===== src/rtl/isa_timer_bank.sv =====
// Multi-channel programmable interval timer on the ISA I/O bus.
// Bus strobes are synchronised into clk; each channel has reload, count, control and W1C status.
module isa_timer_bank #(
    parameter logic [9:0] BASE_ADDR = 10'h340,
    parameter int         NUM_CH    = 4,
    parameter int         CNT_W     = 16,
    parameter int         PRESCALE  = 1000
) (
    input  logic       clk,
    input  logic       rst,
    input  logic [9:0] ab,
    input  logic       aen,
    input  logic       iow_n,
    input  logic       ior_n,
    input  logic [7:0] db_in,
    output logic [7:0] db_out,
    output logic       oe_n,
    output logic       irq
);

    localparam int         PRE_W     = $clog2(PRESCALE);
    localparam int         HI_W      = CNT_W - 8;
    localparam logic [9:0] LAST_ADDR = BASE_ADDR + 10'(4 * NUM_CH - 1);

    function automatic logic dec_hit(input logic [9:0] a, input logic a_en);
        return (a_en == 1'b0) && (a >= BASE_ADDR) && (a <= LAST_ADDR);
    endfunction

    function automatic logic [2:0] dec_ch(input logic [9:0] a);
        return 3'((a - BASE_ADDR) >> 2);
    endfunction

    // Strobe synchronisers: [0] first stage, [1] synced copy, [2] previous synced value
    logic [2:0] iow_sync_reg;
    logic [2:0] ior_sync_reg;
    logic       iow_rise;
    logic       ior_fall;

    always_ff @(posedge clk) begin
        if (rst) begin
            iow_sync_reg <= 3'b111;
            ior_sync_reg <= 3'b111;
        end else begin
            iow_sync_reg <= {iow_sync_reg[1:0], iow_n};
            ior_sync_reg <= {ior_sync_reg[1:0], ior_n};
        end
    end

    assign iow_rise = iow_sync_reg[1] & ~iow_sync_reg[2];
    assign ior_fall = ~ior_sync_reg[1] & ior_sync_reg[2];

    // Address/data captured while the write strobe is low so the commit uses stable values
    logic [9:0] wr_ab_reg;
    logic       wr_aen_reg;
    logic [7:0] wr_data_reg;

    always_ff @(posedge clk) begin
        if (rst) begin
            wr_ab_reg   <= '0;
            wr_aen_reg  <= 1'b0;
            wr_data_reg <= '0;
        end else if (!iow_sync_reg[1]) begin
            wr_ab_reg   <= ab;
            wr_aen_reg  <= aen;
            wr_data_reg <= db_in;
        end
    end

    logic       wr_hit;
    logic [2:0] wr_ch;
    logic [1:0] wr_sel;
    logic       rd_hit;
    logic [2:0] rd_ch;
    logic [1:0] rd_sel;

    assign wr_hit = iow_rise && dec_hit(wr_ab_reg, wr_aen_reg);
    assign wr_ch  = dec_ch(wr_ab_reg);
    assign wr_sel = wr_ab_reg[1:0];
    assign rd_hit = ior_fall && dec_hit(ab, aen);
    assign rd_ch  = dec_ch(ab);
    assign rd_sel = ab[1:0];
    assign oe_n   = ior_n | ~dec_hit(ab, aen);

    // Shared prescaler; tick is high for the single clk where the counter sits at its top value
    logic [PRE_W-1:0] pre_reg;
    logic             tick;

    assign tick = (pre_reg == PRE_W'(PRESCALE - 1));

    always_ff @(posedge clk) begin
        if (rst) begin
            pre_reg <= '0;
        end else if (tick) begin
            pre_reg <= '0;
        end else begin
            pre_reg <= pre_reg + PRE_W'(1);
        end
    end

    logic [NUM_CH-1:0][7:0] ch_rd_all;
    logic [NUM_CH-1:0]      exp_all;
    logic [NUM_CH-1:0]      ie_all;

    generate
        for (genvar gi = 0; gi < NUM_CH; gi++) begin : ch_g
            logic [CNT_W-1:0] reload_reg;
            logic [CNT_W-1:0] count_reg;
            logic [2:0]       ctrl_reg;
            logic             exp_reg;
            logic [HI_W-1:0]  shadow_reg;
            logic             wr_this;
            logic             rd_this;
            logic             start;
            logic             expire;

            assign wr_this = wr_hit && (wr_ch == 3'(gi));
            assign rd_this = rd_hit && (rd_ch == 3'(gi));
            assign start   = wr_this && (wr_sel == 2'd2) && wr_data_reg[0] && !ctrl_reg[0];
            assign expire  = !start && ctrl_reg[0] && tick && (count_reg == '0);

            always_ff @(posedge clk) begin
                if (rst) begin
                    reload_reg <= '0;
                    count_reg  <= '0;
                    ctrl_reg   <= '0;
                    exp_reg    <= 1'b0;
                    shadow_reg <= '0;
                end else begin
                    if (wr_this && wr_sel == 2'd0) begin
                        reload_reg[7:0] <= wr_data_reg;
                    end
                    if (wr_this && wr_sel == 2'd1) begin
                        reload_reg[CNT_W-1:8] <= wr_data_reg[HI_W-1:0];
                    end

                    if (start) begin
                        count_reg <= reload_reg;
                    end else if (ctrl_reg[0] && tick) begin
                        if (count_reg == '0) begin
                            if (ctrl_reg[1]) begin
                                count_reg <= reload_reg;
                            end
                        end else begin
                            count_reg <= count_reg - CNT_W'(1);
                        end
                    end

                    // A bus write to CTRL takes precedence over the one-shot self-disable
                    if (wr_this && wr_sel == 2'd2) begin
                        ctrl_reg <= wr_data_reg[2:0];
                    end else if (expire && !ctrl_reg[1]) begin
                        ctrl_reg[0] <= 1'b0;
                    end

                    // Expiry wins over a W1C landing in the same clk
                    if (expire) begin
                        exp_reg <= 1'b1;
                    end else if (wr_this && wr_sel == 2'd3 && wr_data_reg[0]) begin
                        exp_reg <= 1'b0;
                    end

                    if (rd_this && rd_sel == 2'd0) begin
                        shadow_reg <= count_reg[CNT_W-1:8];
                    end
                end
            end

            assign ch_rd_all[gi] = (rd_sel == 2'd0) ? count_reg[7:0]   :
                                   (rd_sel == 2'd1) ? 8'(shadow_reg)   :
                                   (rd_sel == 2'd2) ? {5'b0, ctrl_reg} :
                                                      {7'b0, exp_reg};
            assign exp_all[gi]   = exp_reg;
            assign ie_all[gi]    = ctrl_reg[2];
        end
    endgenerate

    logic [7:0] rd_data;

    always_comb begin
        rd_data = '0;
        for (int i = 0; i < NUM_CH; i++) begin
            if (rd_ch == 3'(i)) begin
                rd_data = ch_rd_all[i];
            end
        end
    end

    always_ff @(posedge clk) begin
        if (rst) begin
            db_out <= '0;
            irq    <= 1'b0;
        end else begin
            if (rd_hit) begin
                db_out <= rd_data;
            end
            irq <= |(exp_all & ie_all);
        end
    end

endmodule


===== config.mk =====
export PLATFORM = sky130hd
export DESIGN_NAME = isa_timer_bank
export DESIGN_NICKNAME = d
export VERILOG_FILES = /design/src/rtl/isa_timer_bank.sv
export SDC_FILE = /design/constraint.sdc
export NUM_CORES = 1
export LEC_CHECK = 0
export CORE_MARGIN = 4
export CORE_UTILIZATION = 50
export CTS_CLUSTER_SIZE = 12
export DETAILED_ROUTE_END_ITERATION = 10
export GPL_ROUTABILITY_DRIVEN = 0
export GPL_TIMING_DRIVEN = 0
export PLACE_DENSITY = 0.67
export SYNTH_ARGS = -nofsm -noshare
export SYNTH_HDL_FRONTEND = slang
export SYNTH_SLANG_ARGS = --single-unit

===== constraint.sdc =====
create_clock -name clk -period 3.3 [get_ports clk]
set_input_delay 0.33 -clock clk [delete_from_list [all_inputs] [get_ports clk]]
set_output_delay 0.33 -clock clk [all_outputs]
set_load 0.01 [all_outputs]

* After elaboration in Yosys (flattened, before gate mapping)
Index checks and enable logic that the tools add are counted.
** Cells by class
- Add/subtract/negate cells :: 7
- Magnitude comparators :: 4
- Equality and inequality tests :: 16
- Multiplexer cells :: 48
- Bitwise gates (word level) :: 9
- Reductions and logical operators :: 104
** Operator list (count)
- 16-bit two-way mux :: 16
- 8-bit two-way mux :: 12
- 1-bit logical AND :: 66
- 16-bit logical NOT :: 4
- 16-bit by 1-bit subtractor with 16-bit output, second input constant :: 4
- 2-bit nonzero test :: 12
- 10-bit greater-or-equal comparator, second input constant :: 2
- 10-bit <= comparator, second input constant :: 2
- 1-bit two-way mux :: 16
- 3-bit by 2-bit equality test with 1-bit output, second input constant :: 4
- 1-bit logical NOT :: 12
- 3-bit two-way mux :: 4
- 3-bit inequality test, second input constant :: 4
- 10-bit by 1-bit adder with 10-bit output, second input constant :: 1
- 10-bit equality test, second input constant :: 1
- 5-bit by 1-bit subtractor with 5-bit output, second input constant :: 2
- 2-bit AND reduction :: 4
- 2-bit equality test, second input constant :: 3
- 3-bit by 1-bit equality test with 1-bit output, second input constant :: 2
- 3-bit logical NOT :: 2
- 1-bit NOT :: 5
- 4-bit AND :: 1
- 2-bit by 1-bit equality test with 1-bit output, second input constant :: 2
- 2-bit logical NOT :: 2
- 4 further kinds :: 5
** Word-level totals
- Register bits :: 220
- Output and inout port bits :: 10

* Depth between registers and ports, before layout
Gate-level depths: netlist of run 1.
- Depth in word-level cells :: 15
- Mapped depth :: 9

* Worst setup path after synthesis of run 1
No wires, ideal clock.
- Path kind :: reg-to-reg
- Start point :: register ch_g[2].count_reg[8]
- End point :: register ch_g[2].count_reg[15]
- Library setup time :: 0.062 ns
- Data arrival time :: 2.335 ns
- Required time :: 3.238 ns
- Slack :: 0.903 ns
- Cell stages (with the launch flop) :: 7
- Buffers on the path :: 1
- Clock period less this slack :: 2.397 ns
- Path through :: dfxtp_1 or4_1 clkbuf_2 or4_4 or3_4 or4b_1 nand3_1
** On the way
- Word-level cells in the longest chain between the ends :: 4
** Ends and longest elaborated chain
- from (decl) :: RTL line 107 : logic [CNT_W-1:0] count_reg;
- from (signal assigned) :: RTL line 137 : count_reg <= reload_reg;
- from (signal assigned) :: RTL line 141 : count_reg <= reload_reg;
- from (signal assigned) :: RTL line 144 : count_reg <= count_reg - CNT_W'(1);
- 16-bit by 1-bit subtractor with 16-bit output or 16-bit logical NOT (tied branches) :: RTL line 144, 139
- 16-bit two-way mux :: RTL line 139 : if (count_reg == '0) begin
- 16-bit two-way mux :: RTL line 138 : end else if (ctrl_reg[0] && tick) begin
- 16-bit two-way mux :: RTL line 136 : if (start) begin
Parallel ways exist; a longest one is shown, timed or not. The select of a mux whose other input is x is not followed.
A chain may end at the register's enable or synchronous reset.

* Final worst setup path of run 1
- Start point :: register wr_ab_reg[9]
- End point :: register ch_g[1].reload_reg[10]
** On the way
- Word-level cells in the longest chain between the ends :: 6
** Ends and longest elaborated chain
- from (decl) :: RTL line 53 : logic [9:0] wr_ab_reg;
- from (signal assigned) :: RTL line 59 : wr_ab_reg <= '0;
- from (signal assigned) :: RTL line 63 : wr_ab_reg <= ab;
- 10-bit greater-or-equal comparator :: RTL line 26 : return (a_en == 1'b0) && (a >= BASE_ADDR) && (a <= LAST_ADDR);
- 1-bit logical AND :: RTL line 26
- 1-bit logical AND (*) :: RTL line 26
- 1-bit logical AND (*) :: RTL line 76 : assign wr_hit = iow_rise && dec_hit(wr_ab_reg, wr_aen_reg);
- 1-bit logical AND (*) :: RTL line 116 : assign wr_this = wr_hit && (wr_ch == 3'(gi));
- 1-bit logical AND (*) :: RTL line 132 : if (wr_this && wr_sel == 2'd1) begin
- to (signal, indexed assignment) :: RTL line 133 : reload_reg[CNT_W-1:8] <= wr_data_reg[HI_W-1:0];
- to (decl) :: RTL line 106 : logic [CNT_W-1:0] reload_reg;
Mark *: on every way between the ends. The rest lies on a longest branch, timed or not.

==> impl_metrics.json, run 1 <==
{
  "finalSetupViolations": 0,
  "htreeDepth": 1,
  "synthMuxAreaShare_pct": 8.93,
  "async_flop_share_pct": 0,
  "final_common_cell": "dfxtp_1",
  "multi_input_area_mm2": 0.00589,
  "floorplan.initialDensity_pct": 50.8,
  "p_sw_share_pct": 23.3,
  "drc": 0,
  "routed_wl_um": 35000,
  "clkTransAtPathRegs_ns": 0.06,
  "fmax_ghz": 0.314,
  "wl_per_cell_um": 21.0,
  "gr-total-overflow": 0,
  "synthCells": 1317,
  "die_h_um": 154,
  "antenna_cells": 0,
  "cts-resized-gates": 0,
  "viasPerCell": 6.29,
  "outcome": "completed",
  "synthSimpleGateAreaFrac_pct": 26.1,
  "grt_pass1_wl_um": 54700,
  "synth.area.top_cells": "dfxtp_1, nand2_1, mux2i_1",
  "synth_warnings": 0,
  "p_per_area_mw_per_mm2": 464,
  "fin_crit_sh_pct": 96.6,
  "cp_slowest_cell": "nor3_1",
  "pre_cts_ws_ns": 0.165,
  "synth_top_area_share_pct": 41.4,
  "synth_area_mm2": 0.0106,
  "start_kind": "flip-flop",
  "pwr-share-clk_pct": 47.2,
  "cts_max_path_buffers": 3,
  "synth_top_family_by_area": "simple AND/OR/NAND/NOR gates",
  "p_leak_nw": 4.27,
  "setup_tns_ns": 0,
  "numPortBuffers": 30,
  "intPower_mw": 4.32,
  "hp-class": "input port to flip-flop",
  "drv_cap": 0,
  "crit_path_end_kind": "flip-flop",
  "grt_max_degree": 13,
  "cts_sinks": 220,
  "cts_buffers": 25,
  "worst_pin_slew_ns": 1.01,
  "rsz0062_at_grt": "false",
  "crit_top_cell": "nand2_1",
  "ant_nets": 0,
  "cts_setup_buffers": 0,
  "power_mw": 5.62,
  "dp_hpwl_um": 25400,
  "worstSetupPathType": "flip-flop to flip-flop",
  "combinationalPowerShare_pct": 5.0,
  "synth_edf_count": 0,
  "cts_tree": "built",
  "vias": 10500,
  "ys_ff_latch": 220,
  "drtPass1Iterations": 7,
  "antenna_found_initial": 0,
  "yosysTopAreaCell": "dfxtp_1",
  "post-route-min-period_ns": 3.19,
  "io_pins": 33,
  "path_cells": "nor4bb_1 -> nand2_1 -> nor3_1 -> nand2_1 -> nand2_1 -> a21oi_1",
  "max_slew_margin_pct": 32.4,
  "nNetsFinal": 1407,
  "final_layout_size_suffix_gt1_share_pct": 5.54,
  "pwr-share-seq_pct": 47.8,
  "die_area_mm2": 0.0237,
  "grt_pass1_vias": 9630,
  "rows": 53,
  "max-vdd-ir-drop_mv": 0.312,
  "drt_iter0_markers": 1264,
  "skew_ns": 0.0104,
  "synth_compound_area_share_pct": 18.0,
  "setup_slack_ns": 0.112,
  "switchingPower_mw": 1.31,
  "synth_xor_area_share_pct": 0.823,
  "crit_fanout": 8,
  "arrival_ns": 3.57,
  "cp_slowest_stage_delay_ns": 0.90,
  "core_area_mm2": 0.0210,
  "hold_buffers": 0,
  "synth_fa_ha_area_share_pct": 1.06,
  "grt_usage_pct": 28.6,
  "seq_area_mm2": 0.00440,
  "synth.avg_cell_area_um2": 8.08,
  "final_hold_viol_count": 0,
  "area_growth_pct": 13.7,
  "fillers": 1985,
  "final_cell_mix": "dfxtp_1, nand2_1, a21oi_1, nor2_1, clkbuf_1",
  "die_w_um": 154,
  "critPathRequiredTime_ns": 3.68,
  "synthFlopType": "dfxtp_1",
  "synth_nets": 1349,
  "slew_violations": 0,
  "clkLatencyLatePin_ns": 0.53,
  "ys_types": 70,
  "cts-root-buf": "clkbuf_16",
  "ys_seq_area_share_pct": 41.4
}
-- through the flow --
step                      std cells  hold slack [ns]  util (%)  instance area, um^2
final                          1666            0.359      57.8                12100
after floorplan                1317            0.389         -                10600
after CTS                      1666            0.345      57.7                12100
after detailed placement       1623            0.393      54.0                11300
after global routing           1666            0.379      57.8                12100
after global placement         1622            0.391      53.9                11300
-- synthesized netlist by cell type, types with 13 or more instances --
cell type / n
or3_1: 17
o21ai_0: 41
nor3_1: 36
dfxtp_1: 220
a211oi_1: 13
nor2_1: 118
nand4_1: 18
clkbuf_1: 73
mux2i_1: 77
a31oi_1: 22
inv_1: 17
o211ai_1: 31
a21oi_1: 141
nand2_1: 216
nand3_1: 48
nor4_1: 23
-- critical path: cells and delay by family (launching register included) --
family	cells	cell delay, ns
AO/OA/AOI/OAI	1	0.07
flip-flops	1	0.35
AND/OR/NAND/NOR	5	2.60
-- final timing paths --
check | startpoint | end | slack, ns | cells after the start
worst max register to register | wr_ab_reg[9] | ch_g[1].reload_reg[10] | 0.11 | 6
worst max-delay path | wr_ab_reg[9] | ch_g[1].reload_reg[10] | 0.11 | 6
worst min register to register | iow_sync_reg[0] | iow_sync_reg[1] | 0.41 | 1
worst min-delay path | iow_n | iow_sync_reg[0] | 0.36 | 2
-- layer usage --
layer	vias to the layer above	GRT usage [%]	share of wire [%]
met5	-	0	0
li1	4909	-	-
met1	4902	40.3	42
met2	559	44.7	44
met4	0	10.1	4.3
met3	115	4.59	9.0
-- power groups by stage --
stage	registers, mW	logic (mW)	clock network, mW
floorplan	2.74	0.162	0
global placement	2.74	0.269	0
detailed placement	2.75	0.271	0
CTS	2.69	0.272	2.67
global route	2.69	0.297	2.78
finish	2.69	0.280	2.66
-- area by class of cell --
type                    count  area share, %
clock inverters             7          0.527
multi-input cells         994           48.6
flip-flops and latches    220           36.4
well taps                 275           2.84
plain buffers              86           2.72
clock buffers              36           5.84
inverters                  17          0.527
repair buffers             31           2.54
-- logic make-up after synthesis --
logic type | count (synthesis)
mux | 86
buf+inv | 103
simple gates | 574
xor+xnor | 10
fa+ha+maj | 9
flops | 220
compound gates | 315
Power figures use the tool's default switching activity.
==> run 2: changes to the inputs <==
--- a/config.mk
+++ b/config.mk
@@ -5,13 +5,14 @@
 export SDC_FILE = /design/constraint.sdc
 export NUM_CORES = 1
 export LEC_CHECK = 0
+export ABC_CLOCK_PERIOD_IN_PS = 3900
 export CORE_MARGIN = 4
 export CORE_UTILIZATION = 50
 export CTS_CLUSTER_SIZE = 12
 export DETAILED_ROUTE_END_ITERATION = 10
+export DONT_BUFFER_PORTS = 1
 export GPL_ROUTABILITY_DRIVEN = 0
 export GPL_TIMING_DRIVEN = 0
-export PLACE_DENSITY = 0.67
 export SYNTH_ARGS = -nofsm -noshare
 export SYNTH_HDL_FRONTEND = slang
 export SYNTH_SLANG_ARGS = --single-unit
==> constraint.sdc (replaced) <==
create_clock -name clk -period 3.9 [get_ports clk]
set_input_delay 0.39 -clock clk [delete_from_list [all_inputs] [get_ports clk]]
set_output_delay 0.39 -clock clk [all_outputs]
set_load 0.01 [all_outputs]
==> run 2 against run 1 <==
Sequential share of layout area is 0.71 points higher. Power decreased by 14%. Sequential power down 16%. Clock power is 11% lower. Routed wire length grew 4.0%. Sequential cell count is the same. Register-to-register slack improved by 0.63 ns. Clock skew grew 0.0012 ns. Maximum frequency up 1.0%. Count of clock-buffer cells in the layout stayed put. Critical path depth grew 1. Global-route usage rose by 1.5 points. Critical endpoint is now ch_g[0].reload_reg[11]. Largest cell class unchanged. Highest routed layer unchanged.
==> impl_metrics.json, run 2 (synthesized netlist as in run 1, its figures left out) <==
{
  "outcome": "completed",
  "r2r-end": "ch_g[0].reload_reg[11]",
  "clkTransAtPathRegs_ns": 0.06,
  "hold-path-endpoint": "wr_data_reg[6]",
  "rows": 53,
  "antenna_cells": 0,
  "reg2regPathDepth": 7,
  "p_leak_nw": 4.20,
  "final_cell_mix": "dfxtp_1, nand2_1, a21oi_1, nor2_1, clkbuf_1",
  "drv_cap": 0,
  "multi_input_area_mm2": 0.00587,
  "fmax_ghz": 0.317,
  "drc": 0,
  "cts-resized-gates": 0,
  "routed_wl_um": 36400,
  "skew_ns": 0.0116,
  "core_area_mm2": 0.0210,
  "cts_max_path_buffers": 3,
  "whs_path_depth": 2,
  "ant_nets": 0,
  "grt_pass1_vias": 9686,
  "wl_per_cell_um": 22.2,
  "worst_pin_slew_ns": 1.15,
  "cts_buffers": 25,
  "worst_hold_startpoint": "db_in[6]",
  "rsz0062_at_grt": "false",
  "critPathRequiredTime_ns": 4.35,
  "worstSetupPathType": "flip-flop to flip-flop",
  "crit_top_cell": "nand2_1",
  "r2r-start": "wr_ab_reg[9]",
  "cp_slowest_stage_delay_ns": 0.96,
  "pre_cts_ws_ns": 0.879,
  "crit_path_end_kind": "flip-flop",
  "fin_crit_sh_pct": 80.9,
  "final_cells": 1643,
  "die_h_um": 154,
  "finalSetupViolations": 0,
  "cts_sinks": 220,
  "die_area_mm2": 0.0237,
  "antenna_found_initial": 0,
  "start_kind": "flip-flop",
  "max_slew_margin_pct": 23.4,
  "area_growth_pct": 11.6,
  "setup_slack_ns": 0.744,
  "dp_hpwl_um": 26500,
  "dp_cells": 1595,
  "setup_tns_ns": 0,
  "p_per_area_mw_per_mm2": 408,
  "slew_violations": 0,
  "htreeDepth": 1,
  "nNetsFinal": 1382,
  "floorplan.initialDensity_pct": 50.8,
  "final_hold_viol_count": 0,
  "hp-class": "input port to flip-flop",
  "grt_max_degree": 13,
  "clkLatencyLatePin_ns": 0.54,
  "viasPerCell": 6.20,
  "vias": 10200,
  "die_w_um": 154,
  "timing.hold.ws_ns": 0.00397,
  "seq_area_mm2": 0.00440,
  "grt_pass1_wl_um": 56400,
  "arrival_ns": 3.61,
  "max-vdd-ir-drop_mv": 0.317,
  "final_common_cell": "dfxtp_1",
  "final_layout_size_suffix_gt1_share_pct": 5.85,
  "drt_iter0_markers": 943,
  "cts_tree": "built",
  "numPortBuffers": 0,
  "post-route-min-period_ns": 3.16,
  "grt_usage_pct": 30.1,
  "drtPass1Iterations": 6,
  "crit_fanout": 8,
  "gr-total-overflow": 0,
  "path_cells": "nor4bb_1 -> nand2_1 -> nor3_1 -> and2_1 -> clkbuf_1 -> nand2_1 -> a21oi_1",
  "cp.buffers_inverters": 1,
  "reg2reg_setup_slack_ns": 0.74,
  "fillers": 2048,
  "crit_family": "simple AND/OR/NAND/NOR gates",
  "cp_slowest_cell": "nor3_1",
  "cts-root-buf": "clkbuf_16",
  "io_pins": 33
}
-- run 2: changes by cell type in the layout (fill, tap and decap cells not counted) --
cell	previous run	this run
clkdlybuf4s50_1	30	0
clkinvlp_4	0	1
nor4_2	5	3
clkbuf_8	4	5
buf_4	1	2
dlygate4sd3_1	0	3
buf_2	4	5
nor4b_4	1	0
bufinv_16	1	2
nor4b_2	0	1
nor4_1	19	21
clkbuf_1	80	79
-- run 2: worst reg2reg max path, delay by kind of cell (launching register included) --
kind,cells,cell delay (ns)
simple gates,5,2.23
compound gates,1,0.19
buf+inv,1,0.31
flops,1,0.35
-- run 2: power by group --
part	total (mW)	switching [mW]	leakage (nW)	internal (mW)
sequential	2.27	0.0130	1.77	2.26
combinational	0.217	0.158	2.02	0.0590
clock	2.36	0.954	0.404	1.41
total	4.85	1.12	4.20	3.73
-- run 2: how the worst max path moves through the flow --
stage	cells after the start	to	from
6_report	7	ch_g[0].reload_reg[11]	wr_ab_reg[9]
5_1_grt	6	ch_g[2].count_reg[7]	ch_g[2].count_reg[2]
4_1_cts	7	ch_g[2].count_reg[6]	pre_reg[5]
3_5_place_dp	7	ch_g[2].count_reg[6]	pre_reg[5]
3_3_place_gp	6	ch_g[3].reload_reg[5]	wr_ab_reg[9]
2_1_floorplan	6	ch_g[2].count_reg[15]	ch_g[2].count_reg[8]
-- run 2: through the flow --
step	util [%]	total power [mW]	area [um^2]
final	56.7	4.85	11900
after global routing	56.7	4.97	11900
after CTS	56.7	4.86	11900
after detailed placement	52.6	2.53	11000
after global placement	52.5	2.53	11000
after floorplan	-	2.46	10600
-- run 2: cell type report --
class	count	area share, %
repair buffers	6	0.421
well taps	275	2.90
inverters	17	0.537
clock buffers	36	6.04
multi-input cells	994	49.4
clock inverters	9	0.853
plain buffers	86	2.77
flip-flops and latches	220	37.1
-- run 2: repair_timing --
action / CTS / global route
hold buffers: 3 / 0
endpoints found under the hold margin: 3 / 0
buffers inserted: 0 / 0
-- run 2: metal layers --
layer	vias to the layer above	wire, um	track usage [%]
met4	0	1690	12.4
li1	4858	-	-
met3	113	3160	6.50
met1	4775	15700	41.1
met5	-	0	0
met2	440	15900	46.6
==> run 3: changes to the inputs <==
--- a/config.mk
+++ b/config.mk
@@ -5,7 +5,7 @@
 export SDC_FILE = /design/constraint.sdc
 export NUM_CORES = 1
 export LEC_CHECK = 0
-export ABC_CLOCK_PERIOD_IN_PS = 3900
+export ABC_CLOCK_PERIOD_IN_PS = 3200
 export CORE_MARGIN = 4
 export CORE_UTILIZATION = 50
 export CTS_CLUSTER_SIZE = 12
==> constraint.sdc (replaced) <==
create_clock -name clk -period 3.2 [get_ports clk]
set_input_delay 0.32 -clock clk [delete_from_list [all_inputs] [get_ports clk]]
set_output_delay 0.32 -clock clk [all_outputs]
set_load 0.01 [all_outputs]
==> run 3 against run 2 <==
Combinational power grew 29%. Worst hold slack improved by 0.087 ns. Highest routed layer unchanged. Critical path type unchanged. Via count up 0.49%. Largest power group unchanged. Final area grew 1.3%. Core utilization increased by 0.75 points.
==> impl_metrics.json, run 3 (synthesized netlist as in run 1, its figures left out) <==
{
  "outcome": "completed",
  "die_w_um": 154,
  "dp_cells": 1595,
  "max-vdd-ir-drop_mv": 0.386,
  "io_pins": 33,
  "crit_path_end_kind": "flip-flop",
  "timing.hold.ws_ns": 0.0906,
  "worstSetupPathType": "flip-flop to flip-flop",
  "hp-class": "input port to flip-flop",
  "cts_sinks": 220,
  "pwr-share-seq_pct": 46.8,
  "cp.buffers_inverters": 2,
  "viasPerCell": 6.18,
  "rows": 53,
  "final_layout_size_suffix_gt1_share_pct": 6.01,
  "grt_pass1_wl_um": 56600,
  "area_growth_pct": 13.0,
  "drv_cap": 0,
  "rsz0062_at_grt": "false",
  "crit_fanout": 8,
  "htreeDepth": 1,
  "grt_usage_pct": 30.3,
  "start_kind": "flip-flop",
  "path_cells": "nor4bb_1 -> nand2_1 -> nor4b_2 -> buf_4 -> and2_1 -> clkbuf_1 -> nand2_1 -> a21oi_1",
  "crit_top_cell": "nand2_1",
  "die_area_mm2": 0.0237,
  "max_slew_margin_pct": 24.0,
  "intPower_mw": 4.55,
  "grt_max_degree": 13,
  "setup_tns_ns": 0,
  "nNetsFinal": 1396,
  "ant_nets": 0,
  "cts_setup_buffers": 0,
  "drc": 0,
  "wl_per_cell_um": 22.1,
  "final_cell_mix": "dfxtp_1, nand2_1, a21oi_1, nor2_1, clkbuf_1",
  "drt_iter0_markers": 993,
  "slew_violations": 0,
  "p_per_area_mw_per_mm2": 493,
  "fmax_ghz": 0.330,
  "p_leak_nw": 4.26,
  "dp_hpwl_um": 26500,
  "vias": 10200,
  "cts_buffers": 25,
  "arrival_ns": 3.48,
  "cp_slowest_stage_delay_ns": 0.61,
  "final_cells": 1657,
  "clkTransAtPathRegs_ns": 0.06,
  "core_area_mm2": 0.0210,
  "switchingPower_mw": 1.38,
  "numPortBuffers": 0,
  "critPathRequiredTime_ns": 3.65,
  "finalSetupViolations": 0,
  "worst_pin_slew_ns": 1.14,
  "cts_tree": "built",
  "final_common_cell": "dfxtp_1",
  "cts-root-buf": "clkbuf_16",
  "die_h_um": 154,
  "antenna_found_initial": 0,
  "fin_crit_sh_pct": 94.7,
  "floorplan.initialDensity_pct": 50.8,
  "crit_family": "simple AND/OR/NAND/NOR gates",
  "routed_wl_um": 36600,
  "gr-total-overflow": 0,
  "drtPass1Iterations": 6,
  "combinationalPowerShare_pct": 4.7,
  "grt_pass1_vias": 9747,
  "antenna_cells": 0,
  "clkLatencyLatePin_ns": 0.53,
  "final_hold_viol_count": 0,
  "p_sw_share_pct": 23.2,
  "cts_max_path_buffers": 3,
  "cp_slowest_cell": "nor4bb_1",
  "post-route-min-period_ns": 3.03,
  "pwr-share-clk_pct": 48.5,
  "skew_ns": 0.0130
}
run 3: power by group through the flow:
stage	logic (mW)	clock network, mW	registers (mW)
6_report	0.280	2.88	2.77
5_1_grt	0.300	3.00	2.77
4_1_cts	0.274	2.90	2.77
3_5_place_dp	0.256	0	2.83
3_3_place_gp	0.254	0	2.83
2_1_floorplan	0.167	0	2.83
run 3: timing repair:
item | in CTS | in global routing
hold buffers | 17 | 0
endpoints found under the hold margin | 17 | 0
resized for setup | 0 | 3
endpoints found under the setup margin | 0 | 15
run 3: final timing paths:
kind,startpoint,end,slack [ns],cells past startpoint
worst max-delay path,wr_ab_reg[9],ch_g[2].reload_reg[2],0.17,8
worst min-delay path,rst,ch_g[2].count_reg[11],0.09,2
worst max register to register,wr_ab_reg[9],ch_g[2].reload_reg[2],0.17,8
worst min register to register,ior_sync_reg[0],ior_sync_reg[1],0.41,1
run 3: metal layers:
| layer | up-vias | track usage (%) | routed length (um) |
|---|---|---|---|
| met4 | 0 | 12.5 | 1700 |
| met1 | 4784 | 41.2 | 15500 |
| met5 | - | 0 | 0 |
| met3 | 116 | 6.45 | 3390 |
| met2 | 454 | 47.0 | 16000 |
| li1 | 4882 | - | - |
run 3: cell type report:
class	count	area [um^2]
fill	2028	8920
multi-input combinational	994	5890
sequential	220	4400
clock buffer	36	717
tap	275	344
buffer	86	329
timing repair buffer	20	190
clock inverter	9	101
inverter	17	63.8
run 3: stage by stage:
step                util (%)  setup slack, ns  power, mW  instance area, um^2
finish                  57.4            0.171       5.93                12000
CTS                     57.4            0.171       5.94                12000
global placement        52.5           -0.604       3.08                11000
global route            57.4           0.0372       6.07                12000
floorplan                  -            0.803       2.99                10600
detailed placement      52.6            0.179       3.09                11000
